<file path="src/rtl/xalu_seq16_if.sv">
// Nibble bus between the xalu_seq16 sequencer and the 4-bit ALU slice.
//   master : sequencer side. Drives the operand nibbles, function code,
//            carry inputs and complement mode. Receives the slice data,
//            carry outputs and per-nibble status.
//   slave  : slice side, with the opposite directions.
interface xalu_seq16_if;
    logic [3:0] alu_a;
    logic [3:0] alu_b;
    logic [2:0] alu_f;
    logic       alu_ci_left;
    logic       alu_ci_right;
    logic       alu_com;
    logic [3:0] alu_d;
    logic       alu_co_left;
    logic       alu_co_right;
    logic       alu_zero;
    logic       alu_neg_zero;
    logic       alu_equ;

    modport master (
        output alu_a, alu_b, alu_f, alu_ci_left, alu_ci_right, alu_com,
        input  alu_d, alu_co_left, alu_co_right, alu_zero, alu_neg_zero, alu_equ
    );

    modport slave (
        input  alu_a, alu_b, alu_f, alu_ci_left, alu_ci_right, alu_com,
        output alu_d, alu_co_left, alu_co_right, alu_zero, alu_neg_zero, alu_equ
    );
endinterface

</file>
<file path="src/rtl/xalu_seq16.sv">
// xalu_seq16 - multi-cycle sequencer for a combinational 4-bit ALU slice.
// It runs a WIDTH-bit operation (WIDTH = 4*NIB) as NIB slice passes, one
// nibble per clock. The carry chain is closed through a register between
// passes. The nibble results are collected in a shadow register and the
// status flags are AND-accumulated.
//
// Ports:
//   clk, rst          clock, synchronous active-high reset
//   start             request, sampled only in IDLE
//   op, com, cin      function code, complement mode, carry/fill in
//   a, b              WIDTH-bit operands
//   busy, done        busy during RUN, one-cycle done pulse on completion
//   result, cout      result register and carry/shift-out
//   zero, neg_zero,   aggregate slice status flags
//   equ
//   alu               nibble bus to the slice (master side)
//
// state  | meaning
// -------+-----------------------------------------------------------
// S_IDLE | waiting for start; slice bus held at 0; results held
// S_RUN  | one nibble per cycle, NIB cycles; cnt_q counts down to 0
module xalu_seq16 #(
    parameter  int NIB   = 4,
    localparam int WIDTH = 4 * NIB
) (
    input  logic             clk,
    input  logic             rst,
    input  logic             start,
    input  logic [2:0]       op,
    input  logic             com,
    input  logic             cin,
    input  logic [WIDTH-1:0] a,
    input  logic [WIDTH-1:0] b,
    output logic             busy,
    output logic             done,
    output logic [WIDTH-1:0] result,
    output logic             cout,
    output logic             zero,
    output logic             neg_zero,
    output logic             equ,
    xalu_seq16_if.master     alu
);
    localparam int CW = $clog2(NIB);
    localparam logic [2:0] OP_ADD = 3'd0;
    localparam logic [2:0] OP_SHR = 3'd6;
    localparam logic [2:0] OP_SHL = 3'd7;

    typedef enum logic {S_IDLE, S_RUN} state_t;

    state_t           state_q, state_d;
    logic [CW-1:0]    cnt_q, cnt_d;
    logic [WIDTH-1:0] a_q, a_d, b_q, b_d;
    logic [2:0]       op_q, op_d;
    logic             com_q, com_d;
    logic [WIDTH-1:0] acc_q, acc_d;
    logic             zacc_q, zacc_d, nzacc_q, nzacc_d, eacc_q, eacc_d;
    logic             busy_q, busy_d, done_q, done_d;
    logic [WIDTH-1:0] result_q, result_d;
    logic             cout_q, cout_d, zero_q, zero_d, nz_q, nz_d, equ_q, equ_d;
    logic [3:0]       alu_a_q, alu_a_d, alu_b_q, alu_b_d;
    logic [2:0]       alu_f_q, alu_f_d;
    logic             alu_cil_q, alu_cil_d, alu_cir_q, alu_cir_d;
    logic             alu_com_q, alu_com_d;

    logic             is_shr_q;
    logic             is_shr_in;
    logic [CW-1:0]    j_cur, j_nxt, j_first;
    logic             carry_new;

    function automatic logic [3:0] nib_of(input logic [WIDTH-1:0] x,
                                          input logic [CW-1:0]    j);
        logic [WIDTH-1:0] t;
        t = x >> {j, 2'b00};
        return t[3:0];
    endfunction

    always_comb begin
        state_d   = state_q;
        cnt_d     = cnt_q;
        a_d       = a_q;
        b_d       = b_q;
        op_d      = op_q;
        com_d     = com_q;
        acc_d     = acc_q;
        zacc_d    = zacc_q;
        nzacc_d   = nzacc_q;
        eacc_d    = eacc_q;
        busy_d    = busy_q;
        done_d    = 1'b0;
        result_d  = result_q;
        cout_d    = cout_q;
        zero_d    = zero_q;
        nz_d      = nz_q;
        equ_d     = equ_q;
        alu_a_d   = alu_a_q;
        alu_b_d   = alu_b_q;
        alu_f_d   = alu_f_q;
        alu_cil_d = alu_cil_q;
        alu_cir_d = alu_cir_q;
        alu_com_d = alu_com_q;

        // SHR walks nibbles MSB first, everything else LSB first. The carry
        // register lives in the registered ci_left/ci_right drive.
        is_shr_q  = (op_q == OP_SHR);
        is_shr_in = (op == OP_SHR);
        j_cur     = is_shr_q ? cnt_q : CW'(NIB - 1) - cnt_q;
        j_nxt     = is_shr_q ? j_cur - CW'(1) : j_cur + CW'(1);
        j_first   = is_shr_in ? CW'(NIB - 1) : CW'(0);
        carry_new = is_shr_q ? alu.alu_co_right : alu.alu_co_left;

        case (state_q)
            S_IDLE: begin
                alu_a_d   = '0;
                alu_b_d   = '0;
                alu_f_d   = '0;
                alu_cil_d = 1'b0;
                alu_cir_d = 1'b0;
                alu_com_d = 1'b0;
                if (start) begin
                    state_d   = S_RUN;
                    busy_d    = 1'b1;
                    cnt_d     = CW'(NIB - 1);
                    a_d       = a;
                    b_d       = b;
                    op_d      = op;
                    com_d     = com;
                    zacc_d    = 1'b1;
                    nzacc_d   = 1'b1;
                    eacc_d    = 1'b1;
                    alu_a_d   = nib_of(a, j_first);
                    alu_b_d   = nib_of(b, j_first);
                    alu_f_d   = op;
                    alu_com_d = com;
                    alu_cil_d = is_shr_in & cin;
                    alu_cir_d = ~is_shr_in & cin;
                end
            end
            S_RUN: begin
                acc_d[{j_cur, 2'b00} +: 4] = alu.alu_d;
                zacc_d  = zacc_q & alu.alu_zero;
                nzacc_d = nzacc_q & alu.alu_neg_zero;
                eacc_d  = eacc_q & alu.alu_equ;
                if (cnt_q == '0) begin
                    state_d   = S_IDLE;
                    busy_d    = 1'b0;
                    done_d    = 1'b1;
                    result_d  = acc_d;
                    cout_d    = ((op_q == OP_ADD) || (op_q == OP_SHR) ||
                                 (op_q == OP_SHL)) & carry_new;
                    zero_d    = zacc_d;
                    nz_d      = nzacc_d;
                    equ_d     = eacc_d;
                    alu_a_d   = '0;
                    alu_b_d   = '0;
                    alu_f_d   = '0;
                    alu_cil_d = 1'b0;
                    alu_cir_d = 1'b0;
                    alu_com_d = 1'b0;
                end else begin
                    cnt_d     = cnt_q - CW'(1);
                    alu_a_d   = nib_of(a_q, j_nxt);
                    alu_b_d   = nib_of(b_q, j_nxt);
                    alu_cil_d = is_shr_q & carry_new;
                    alu_cir_d = ~is_shr_q & carry_new;
                end
            end
            default: state_d = S_IDLE;
        endcase
    end

    always_ff @(posedge clk) begin
        if (rst) begin
            state_q   <= S_IDLE;
            cnt_q     <= '0;
            a_q       <= '0;
            b_q       <= '0;
            op_q      <= '0;
            com_q     <= 1'b0;
            acc_q     <= '0;
            zacc_q    <= 1'b0;
            nzacc_q   <= 1'b0;
            eacc_q    <= 1'b0;
            busy_q    <= 1'b0;
            done_q    <= 1'b0;
            result_q  <= '0;
            cout_q    <= 1'b0;
            zero_q    <= 1'b0;
            nz_q      <= 1'b0;
            equ_q     <= 1'b0;
            alu_a_q   <= '0;
            alu_b_q   <= '0;
            alu_f_q   <= '0;
            alu_cil_q <= 1'b0;
            alu_cir_q <= 1'b0;
            alu_com_q <= 1'b0;
        end else begin
            state_q   <= state_d;
            cnt_q     <= cnt_d;
            a_q       <= a_d;
            b_q       <= b_d;
            op_q      <= op_d;
            com_q     <= com_d;
            acc_q     <= acc_d;
            zacc_q    <= zacc_d;
            nzacc_q   <= nzacc_d;
            eacc_q    <= eacc_d;
            busy_q    <= busy_d;
            done_q    <= done_d;
            result_q  <= result_d;
            cout_q    <= cout_d;
            zero_q    <= zero_d;
            nz_q      <= nz_d;
            equ_q     <= equ_d;
            alu_a_q   <= alu_a_d;
            alu_b_q   <= alu_b_d;
            alu_f_q   <= alu_f_d;
            alu_cil_q <= alu_cil_d;
            alu_cir_q <= alu_cir_d;
            alu_com_q <= alu_com_d;
        end
    end

    assign busy     = busy_q;
    assign done     = done_q;
    assign result   = result_q;
    assign cout     = cout_q;
    assign zero     = zero_q;
    assign neg_zero = nz_q;
    assign equ      = equ_q;

    assign alu.alu_a        = alu_a_q;
    assign alu.alu_b        = alu_b_q;
    assign alu.alu_f        = alu_f_q;
    assign alu.alu_ci_left  = alu_cil_q;
    assign alu.alu_ci_right = alu_cir_q;
    assign alu.alu_com      = alu_com_q;
endmodule

</file>
<file path="src/flat_wrapper.sv">
// flat-port wrapper written by rule: the top's interface ports become plain ports
module xalu_seq16_flat 
#(
    parameter  int NIB   = 4,
    localparam int WIDTH = 4 * NIB
)
  (clk, rst, start, op, com, cin, a, b, busy, done, result, cout, zero, neg_zero, equ, alu_alu_a, alu_alu_b, alu_alu_f, alu_alu_ci_left, alu_alu_ci_right, alu_alu_com, alu_alu_d, alu_alu_co_left, alu_alu_co_right, alu_alu_zero, alu_alu_neg_zero, alu_alu_equ);
  xalu_seq16_if alu_i ();
  input  logic clk;
  input  logic rst;
  input  logic start;
  input  logic [2:0] op;
  input  logic com;
  input  logic cin;
  input  logic [WIDTH-1:0] a;
  input  logic [WIDTH-1:0] b;
  output logic busy;
  output logic done;
  output logic [WIDTH-1:0] result;
  output logic cout;
  output logic zero;
  output logic neg_zero;
  output logic equ;
  output wire logic [$bits(alu_i.alu_a)-1:0] alu_alu_a;
  output wire logic [$bits(alu_i.alu_b)-1:0] alu_alu_b;
  output wire logic [$bits(alu_i.alu_f)-1:0] alu_alu_f;
  output wire logic [$bits(alu_i.alu_ci_left)-1:0] alu_alu_ci_left;
  output wire logic [$bits(alu_i.alu_ci_right)-1:0] alu_alu_ci_right;
  output wire logic [$bits(alu_i.alu_com)-1:0] alu_alu_com;
  input wire logic [$bits(alu_i.alu_d)-1:0] alu_alu_d;
  input wire logic [$bits(alu_i.alu_co_left)-1:0] alu_alu_co_left;
  input wire logic [$bits(alu_i.alu_co_right)-1:0] alu_alu_co_right;
  input wire logic [$bits(alu_i.alu_zero)-1:0] alu_alu_zero;
  input wire logic [$bits(alu_i.alu_neg_zero)-1:0] alu_alu_neg_zero;
  input wire logic [$bits(alu_i.alu_equ)-1:0] alu_alu_equ;
  assign alu_alu_a = alu_i.alu_a;
  assign alu_alu_b = alu_i.alu_b;
  assign alu_alu_f = alu_i.alu_f;
  assign alu_alu_ci_left = alu_i.alu_ci_left;
  assign alu_alu_ci_right = alu_i.alu_ci_right;
  assign alu_alu_com = alu_i.alu_com;
  assign alu_i.alu_d = alu_alu_d;
  assign alu_i.alu_co_left = alu_alu_co_left;
  assign alu_i.alu_co_right = alu_alu_co_right;
  assign alu_i.alu_zero = alu_alu_zero;
  assign alu_i.alu_neg_zero = alu_alu_neg_zero;
  assign alu_i.alu_equ = alu_alu_equ;
  xalu_seq16 #(.NIB(NIB)) u_core (.clk(clk), .rst(rst), .start(start), .op(op), .com(com), .cin(cin), .a(a), .b(b), .busy(busy), .done(done), .result(result), .cout(cout), .zero(zero), .neg_zero(neg_zero), .equ(equ), .alu(alu_i));
endmodule
</file>
<file path="config.mk">
export PLATFORM = sky130hd
export DESIGN_NAME = xalu_seq16_flat
export DESIGN_NICKNAME = d
export VERILOG_FILES = /design/src/rtl/xalu_seq16_if.sv /design/src/rtl/xalu_seq16.sv /design/src/flat_wrapper.sv
export SDC_FILE = /design/constraint.sdc
export NUM_CORES = 1
export LEC_CHECK = 0
export BUFFER_PORTS_ARGS = -buffer_cell sky130_fd_sc_hd__buf_2
export CORE_MARGIN = 2
export CORE_UTILIZATION = 40
export DETAILED_ROUTE_END_ITERATION = 8
export HOLD_SLACK_MARGIN = 0.03
export SYNTH_ARGS = -nofsm -noshare
export SYNTH_HDL_FRONTEND = slang
export SYNTH_SLANG_ARGS = --single-unit
</file>
<file path="constraint.sdc">
create_clock -name clk -period 2.4 [get_ports clk]
set_input_delay 0.48 -clock clk [delete_from_list [all_inputs] [get_ports clk]]
set_output_delay 0.48 -clock clk [all_outputs]
set_load 0.02 [all_outputs]
</file>
==> reports/results.ini, run 1 <==
[place]
place_area_mm2 = 0.00448
port_buffers = 84
hpwl_um = 6390
globalplace.congestion = 0.820
dp.cells = 651

[pwr]
p_seq_frac = 0.517
p_sw_frac = 0.285
p_clk_frac = 0.326
p_switching_mw = 0.917
internal_power_mw = 2.30
ir_worst_vdd_mv = 0.302
leakage_nw = 1.98
comb_power_share = 0.157
p_per_area_mw_per_mm2 = 687
power.total_mw = 3.21

[cts]
cts_setup_buffers = 0
ctsHoldBuffers = 0
path_clk_slew_ns = 0.09
cts_buffers = 9
cts_resized = 0
clock-sinks = 93
clockBufferDepth = 2
clockRootBuffer = clkbuf_8
clkLatencyLatePin_ns = 0.35
cts.htree.levels = 3
cts_tree = yes

[worst_setup_path]
critPathLaunchType = flip-flop
cp_max_fo = 11
critPathRequiredTime_ns = 2.64
critPathMaxStageDelay_ns = 0.51
endpoint_kind = flip-flop
cpLargestDelayFamily = XOR/XNOR gates
crit_chain = nand3b_4 -> xnor2_4 -> nor3b_2 -> a221o_1
worstSetupPathType = reg -> reg
cp_slowest_cell = xnor2_4
path_buf_inv = 0
crit_arrival_ns = 2.16

[synthesis]
synth_edf_count = 0
synth_top_area_cell = dfxtp_1
yosys_warnings = 0
syn-num-nets = 504
yosysSeqAreaShare = 0.473
synth_cells = 454
ys_types = 35
synthTopCellsByArea = dfxtp_1 47%, mux2i_1 11%, nand2_1 10%
yosysTopAreaCellShare = 0.473
synthArstFlopShare = 0
ys_seq_elements = 93
ys.flop_type = dfxtp_1
avgSynthCellArea_um2 = 8.66
netlist_area_mm2 = 0.00393

[sta]
final_hold_viol_count = 0
fin_setup_tns_ns = 0
rsz0062_at_grt = no
worst_pin_slew_ns = 0.580
relSlewSlack = 0.612
setup_violations = 0
finClkSkew_ns = 0.00716
drv_slew = 0
min_period_over_period = 0.799
timing.fmax_mhz = 522
min_period_ns = 1.92

[status]
status = finished clean

[floorplanning]
dieArea_mm2 = 0.0106
die_w_um = 103
initial_core_util = 0.408
die_height_um = 103
io_pins = 85
core_mm2 = 0.00964
rows = 36

[grt]
antenna_found_initial = 0
grt_pass1_vias = 3240
grt_max_degree = 47
grt_first_pass_wirelength_um = 15400
overflow = 0
groute.usage.overall = 0.185

[cells_and_area]
areaGrowthSynthToFinish_pct = 18.9
antenna_cells = 0
drive_gt1_frac = 0.232
final_util = 0.485
final_area_mm2 = 0.00468
nNetsFinal = 579
finalNonFillerCells = 667

[route]
wirelength_um = 9200
drt_pass1_iterations = 4
vias_per_cell = 5.04
num_vias = 3360
drt_iter0_markers = 120
drt-wirelength-per-cell_um = 13.8
ant_nets = 0
drcViolationCount = 0

[job]
max_cap_viol_count = 0

[min_path]
hold_path.class = in -> reg

## worst register-to-register path, delay by kind of cell (launching register included)
family,cells,cell delay (ns)
XOR/XNOR,1,0.51
AO/OA/AOI/OAI,1,0.39
AND/OR/NAND/NOR,2,0.48
flip-flops,1,0.43
## power groups by stage
stage | logic (mW) | clock network, mW | registers, mW
finish | 0.505 | 1.05 | 1.66
global route | 0.565 | 1.15 | 1.67
CTS | 0.513 | 1.08 | 1.66
detailed placement | 0.511 | 0 | 1.70
global placement | 0.503 | 0 | 1.70
floorplan | 0.341 | 0 | 1.70
## registers in the layout, indices dropped and copies added, names as in the netlist, 2 cells and up
signal,cells
u_core.a_q,16
u_core.acc_q,16
u_core.b_q,16
u_core.result,16
u_core.alu.alu_a,4
u_core.alu.alu_b,4
u_core.alu.alu_f,3
u_core.op_q,3
u_core.cnt_q,2
## layer usage
layer	GRT usage	part of all wire	routed length, um
met5	0	0	0
met4	0.0557	0.015	136
met3	0.0423	0.049	454
met2	0.314	0.49	4490
met1	0.237	0.45	4120
## cells in the mapped netlist (all sizes together), types with 3 or more instances
library cell / n
a21oi: 60
a221o: 7
and2: 5
buf: 7
clkbuf: 24
dfxtp: 93
inv: 4
mux2i: 46
nand2: 109
nand2b: 3
nand3: 18
nor2: 12
nor2b: 8
o21ai: 40
## cell usage in the layout (no fill, tap or decap), types with 2 or more instances in the layout
| cell type | instances |
|---|---|
| mux2i_4 | 4 |
| nand2_1 | 109 |
| o21ai_0 | 23 |
| o21ai_1 | 17 |
| mux2i_1 | 42 |
| dfxtp_1 | 93 |
| a21oi_1 | 60 |
| nor2b_1 | 7 |
| nand3_1 | 18 |
| or2_2 | 2 |
| clkinvlp_4 | 3 |
| nor2_1 | 12 |
| a221o_1 | 7 |
| buf_2 | 84 |
| and2_1 | 5 |
| inv_1 | 4 |
| nand2b_1 | 3 |
| buf_4 | 11 |
| clkbuf_8 | 9 |
## stage by stage
stage | hold WS (ns) | setup WS (ns)
after global placement | 0.433 | 0.542
after CTS | 0.341 | 0.467
after floorplan | 0.433 | 0.708
after global routing | 0.348 | 0.337
after detailed placement | 0.439 | 0.489
final | 0.355 | 0.483
## layout make-up
| class | instances | area [um^2] |
|---|---|---|
| clock buffers | 9 | 124 |
| flip-flops and latches | 93 | 1860 |
| clock inverters | 7 | 75.1 |
| inverters | 4 | 15.0 |
| repair buffers | 95 | 503 |
| well taps | 133 | 166 |
| fillers | 989 | 4960 |
| multi-input cells | 326 | 1930 |
## cell families after synthesis
group,share of synthesized area
muxes,0.138
and+or+nand+nor,0.185
AOI/OAI and AO/OA,0.157
xor gates and xnor gates,0.00700
buffers and inverters,0.0366
adders and majority gates,0.00318
DFF,0.473
## final timing paths
| check | from | to | depth (start not counted) | slack [ns] |
|---|---|---|---|---|
| setup / recovery | u_core.op_q[1]$_SDFFE_PP0P_ | u_core.alu.alu_a[2]$_SDFF_PP0_ | 4 | 0.48 |
| hold / removal | b[4] | u_core.b_q[4]$_SDFFE_PP0P_ | 3 | 0.35 |
| setup reg to reg | u_core.op_q[1]$_SDFFE_PP0P_ | u_core.alu.alu_a[2]$_SDFF_PP0_ | 4 | 0.48 |
| hold reg to reg | u_core.result[14]$_SDFFE_PP0P_ | u_core.result[14]$_SDFFE_PP0P_ | 2 | 0.45 |
(Power assumes the default switching activity.)
==> inputs of run 2 (changes only) <==
--- a/config.mk
+++ b/config.mk
@@ -5,6 +5,7 @@
 export SDC_FILE = /design/constraint.sdc
 export NUM_CORES = 1
 export LEC_CHECK = 0
+export ABC_AREA = 1
 export BUFFER_PORTS_ARGS = -buffer_cell sky130_fd_sc_hd__buf_2
 export CORE_MARGIN = 2
 export CORE_UTILIZATION = 40
==> constraint.sdc (replaced) <==
create_clock -name clk -period 1.8 [get_ports clk]
set_input_delay 0.36 -clock clk [delete_from_list [all_inputs] [get_ports clk]]
set_output_delay 0.36 -clock clk [all_outputs]
set_load 0.02 [all_outputs]
==> reports/results.ini, run 2 <==
[min_path]
hold_path.class = in -> reg

[synthesis]
yosysSeqAreaShare = 0.478  ; +0.00456
avgSynthCellArea_um2 = 6.88  ; -21%
yosysMostFrequentCell = nand2_1
yosysTopAreaCellShare = 0.478  ; +0.00456
synthTopCellsByArea = dfxtp_1 48%, nand2_1 16%, o21ai_0 9.1%
yosys_warnings = 0  ; unchanged
synthArstFlopShare = 0  ; unchanged
syn-num-nets = 616  ; +22%
netlist_area_mm2 = 0.00390  ; -0.95%
synth_edf_count = 0  ; unchanged
ys_types = 25  ; -29%
synth_common_cells = 163 x nand2_1, 93 x dfxtp_1, 90 x nor2_1
synth_cells = 566  ; +25%
synth_top_area_cell = dfxtp_1
ys.flop_type = dfxtp_1
ys_seq_elements = 93  ; unchanged

[sta]
final_hold_viol_count = 0  ; unchanged
rsz0062_at_grt = yes
relSlewSlack = 0.802  ; +0.190
timing.fmax_mhz = 619  ; +19%
worst_pin_slew_ns = 0.297  ; -0.283 ns
setup_violations = 0  ; unchanged
drv_slew = 0  ; unchanged
finClkSkew_ns = 0.0113  ; +0.00413 ns
min_period_ns = 1.62  ; -0.300 ns
min_period_over_period = 0.898  ; +0.0994
fin_ws_ns = 0.183  ; -0.300 ns

[cells_and_area]
final_area_mm2 = 0.00470  ; +0.48%
antenna_cells = 0  ; unchanged
areaGrowthSynthToFinish_pct = 20.6
nNetsFinal = 702  ; +21%
layout_common_cells = 163 x nand2_1, 93 x dfxtp_1, 90 x nor2_1
n_fill_cell = 1032  ; +4.3%
seq_area_mm2 = 0.00186  ; unchanged
drive_gt1_frac = 0.192  ; -0.0401
finalNonFillerCells = 789  ; +18%
final_common_cell = nand2_1
multi_input_area_mm2 = 0.00176  ; -8.6%
final_util = 0.490  ; +0.00462

[pwr]
p_sw_frac = 0.285  ; -0.000803
power.total_mw = 4.45  ; +39%
ir_worst_vdd_mv = 0.413  ; +37%
internal_power_mw = 3.18  ; +39%
p_switching_mw = 1.27  ; +38%
leakage_nw = 2.35  ; +18%
comb_power_share = 0.175  ; +0.018
p_per_area_mw_per_mm2 = 947  ; +38%
p_seq_frac = 0.511  ; -0.006
p_clk_frac = 0.314  ; -0.012

[cts]
cts_resized = 0  ; unchanged
clockBufferDepth = 2  ; unchanged
clkLatencyLatePin_ns = 0.35  ; about the same
clock-sinks = 93  ; unchanged
cts_tree = yes
cts_buffers = 9  ; unchanged
clockRootBuffer = clkbuf_8
path_clk_slew_ns = 0.08  ; about the same
cts.htree.levels = 3  ; unchanged
cts_setup_buffers = 0  ; unchanged
ctsHoldBuffers = 0  ; unchanged

[status]
status = finished clean

[route]
vias_per_cell = 4.82  ; -4.4%
drcViolationCount = 0  ; unchanged
ant_nets = 0  ; unchanged
num_vias = 3800  ; +13%
drt_pass1_iterations = 4  ; unchanged
wirelength_um = 9770  ; +6.2%
drt_iter0_markers = 168  ; +40%
drt-wirelength-per-cell_um = 12.4  ; -10%

[place]
dpl_worst_slack_ns = 0.155  ; -0.334 ns
place_area_mm2 = 0.00450  ; +0.48%
port_buffers = 84  ; unchanged
dp.cells = 774  ; +19%
globalplace.congestion = 0.835  ; +1.8%
hpwl_um = 7030  ; +10%

[grt]
grt_max_degree = 35  ; -26%
groute.usage.overall = 0.194  ; +0.00916
grt_first_pass_wirelength_um = 16100  ; +4.3%
grt_pass1_vias = 3444  ; +6.3%
antenna_found_initial = 0  ; unchanged
overflow = 0  ; unchanged

[floorplanning]
die_w_um = 103  ; -0.46%
rows = 36  ; unchanged
initial_core_util = 0.406  ; -0.00200
core_mm2 = 0.00959  ; -0.47%
io_pins = 85  ; unchanged
dieArea_mm2 = 0.0105  ; -0.92%
die_height_um = 103  ; -0.46%

[worst_setup_path]
critPathLaunchType = flip-flop
crit_arrival_ns = 1.87  ; -0.29 ns
critPathRequiredTime_ns = 2.06  ; -0.58 ns
cp_max_fo = 5  ; -6
worstSetupPathType = reg -> reg
endpoint_kind = flip-flop
rrSetupSlack_ns = 0.18  ; -0.30 ns

[job]
max_cap_viol_count = 0  ; unchanged

-- run 2: critical path, stage by stage, from the launching register on --
cell and delay (ns):
dfxtp_1 0.40, inv_1 0.12, ha_1 0.37, inv_1 0.12, nand2_1 0.08, inv_1 0.05
o21ai_0 0.22, nand2_1 0.07, nand2_1 0.06, inv_1 0.04
-- run 2: final cells by class --
cell class                      count  share of cell area
Clock buffer                       12              0.0330
Clock inverter                      3             0.00959
Inverter                           40              0.0320
Multi-Input combinational cell    406               0.375
Sequential cell                    93               0.396
Tap cell                          133              0.0354
Timing Repair Buffer              102               0.118
-- run 2: final timing paths --
check / from / to / cells past startpoint
min: alu_alu_equ / u_core.equ$_SDFFE_PP0P_ / 3
max: u_core.cnt_q[0]$_SDFFE_PP0P_ / u_core.acc_q[1]$_SDFFE_PP0P_ / 9
max reg2reg: u_core.cnt_q[0]$_SDFFE_PP0P_ / u_core.acc_q[1]$_SDFFE_PP0P_ / 9
min reg2reg: u_core.eacc_q$_SDFFE_PP0P_ / u_core.equ$_SDFFE_PP0P_ / 2
-- run 2: cell families (layout without fill, tap and decap cells) --
family,Yosys count,count (layout),share of synthesized area
compound gates,117,117,0.154
xor+xnor,2,2,0.00450
fa+ha+maj,1,1,0.00321
buf+inv,67,157,0.0694
flops,93,93,0.478
simple gates,286,286,0.291
-- run 2: power by group through the flow --
stage / clock, mW / sequential, mW / combinational [mW]
final: 1.40 / 2.27 / 0.777
after global placement: 0 / 2.32 / 0.767
after floorplan: 0 / 2.34 / 0.495
after global routing: 1.53 / 2.29 / 0.899
after detailed placement: 0 / 2.32 / 0.779
after CTS: 1.45 / 2.27 / 0.782
-- run 2: layer usage --
layer | vias to the layer above | global-route usage | wire length [um]
li1 | 1968 | - | -
met1 | 1739 | 0.275 | 4840
met2 | 85 | 0.308 | 4450
met3 | 8 | 0.0237 | 385
met4 | 0 | 0.0656 | 92
met5 | - | 0 | 0
-- run 2: through the flow --
step	TNS, ns	hold slack [ns]
after floorplan	0	0.439
after global placement	0	0.453
after detailed placement	0	0.453
after CTS	0	0.231
after global routing	-0.00331	0.245
final	0	0.247
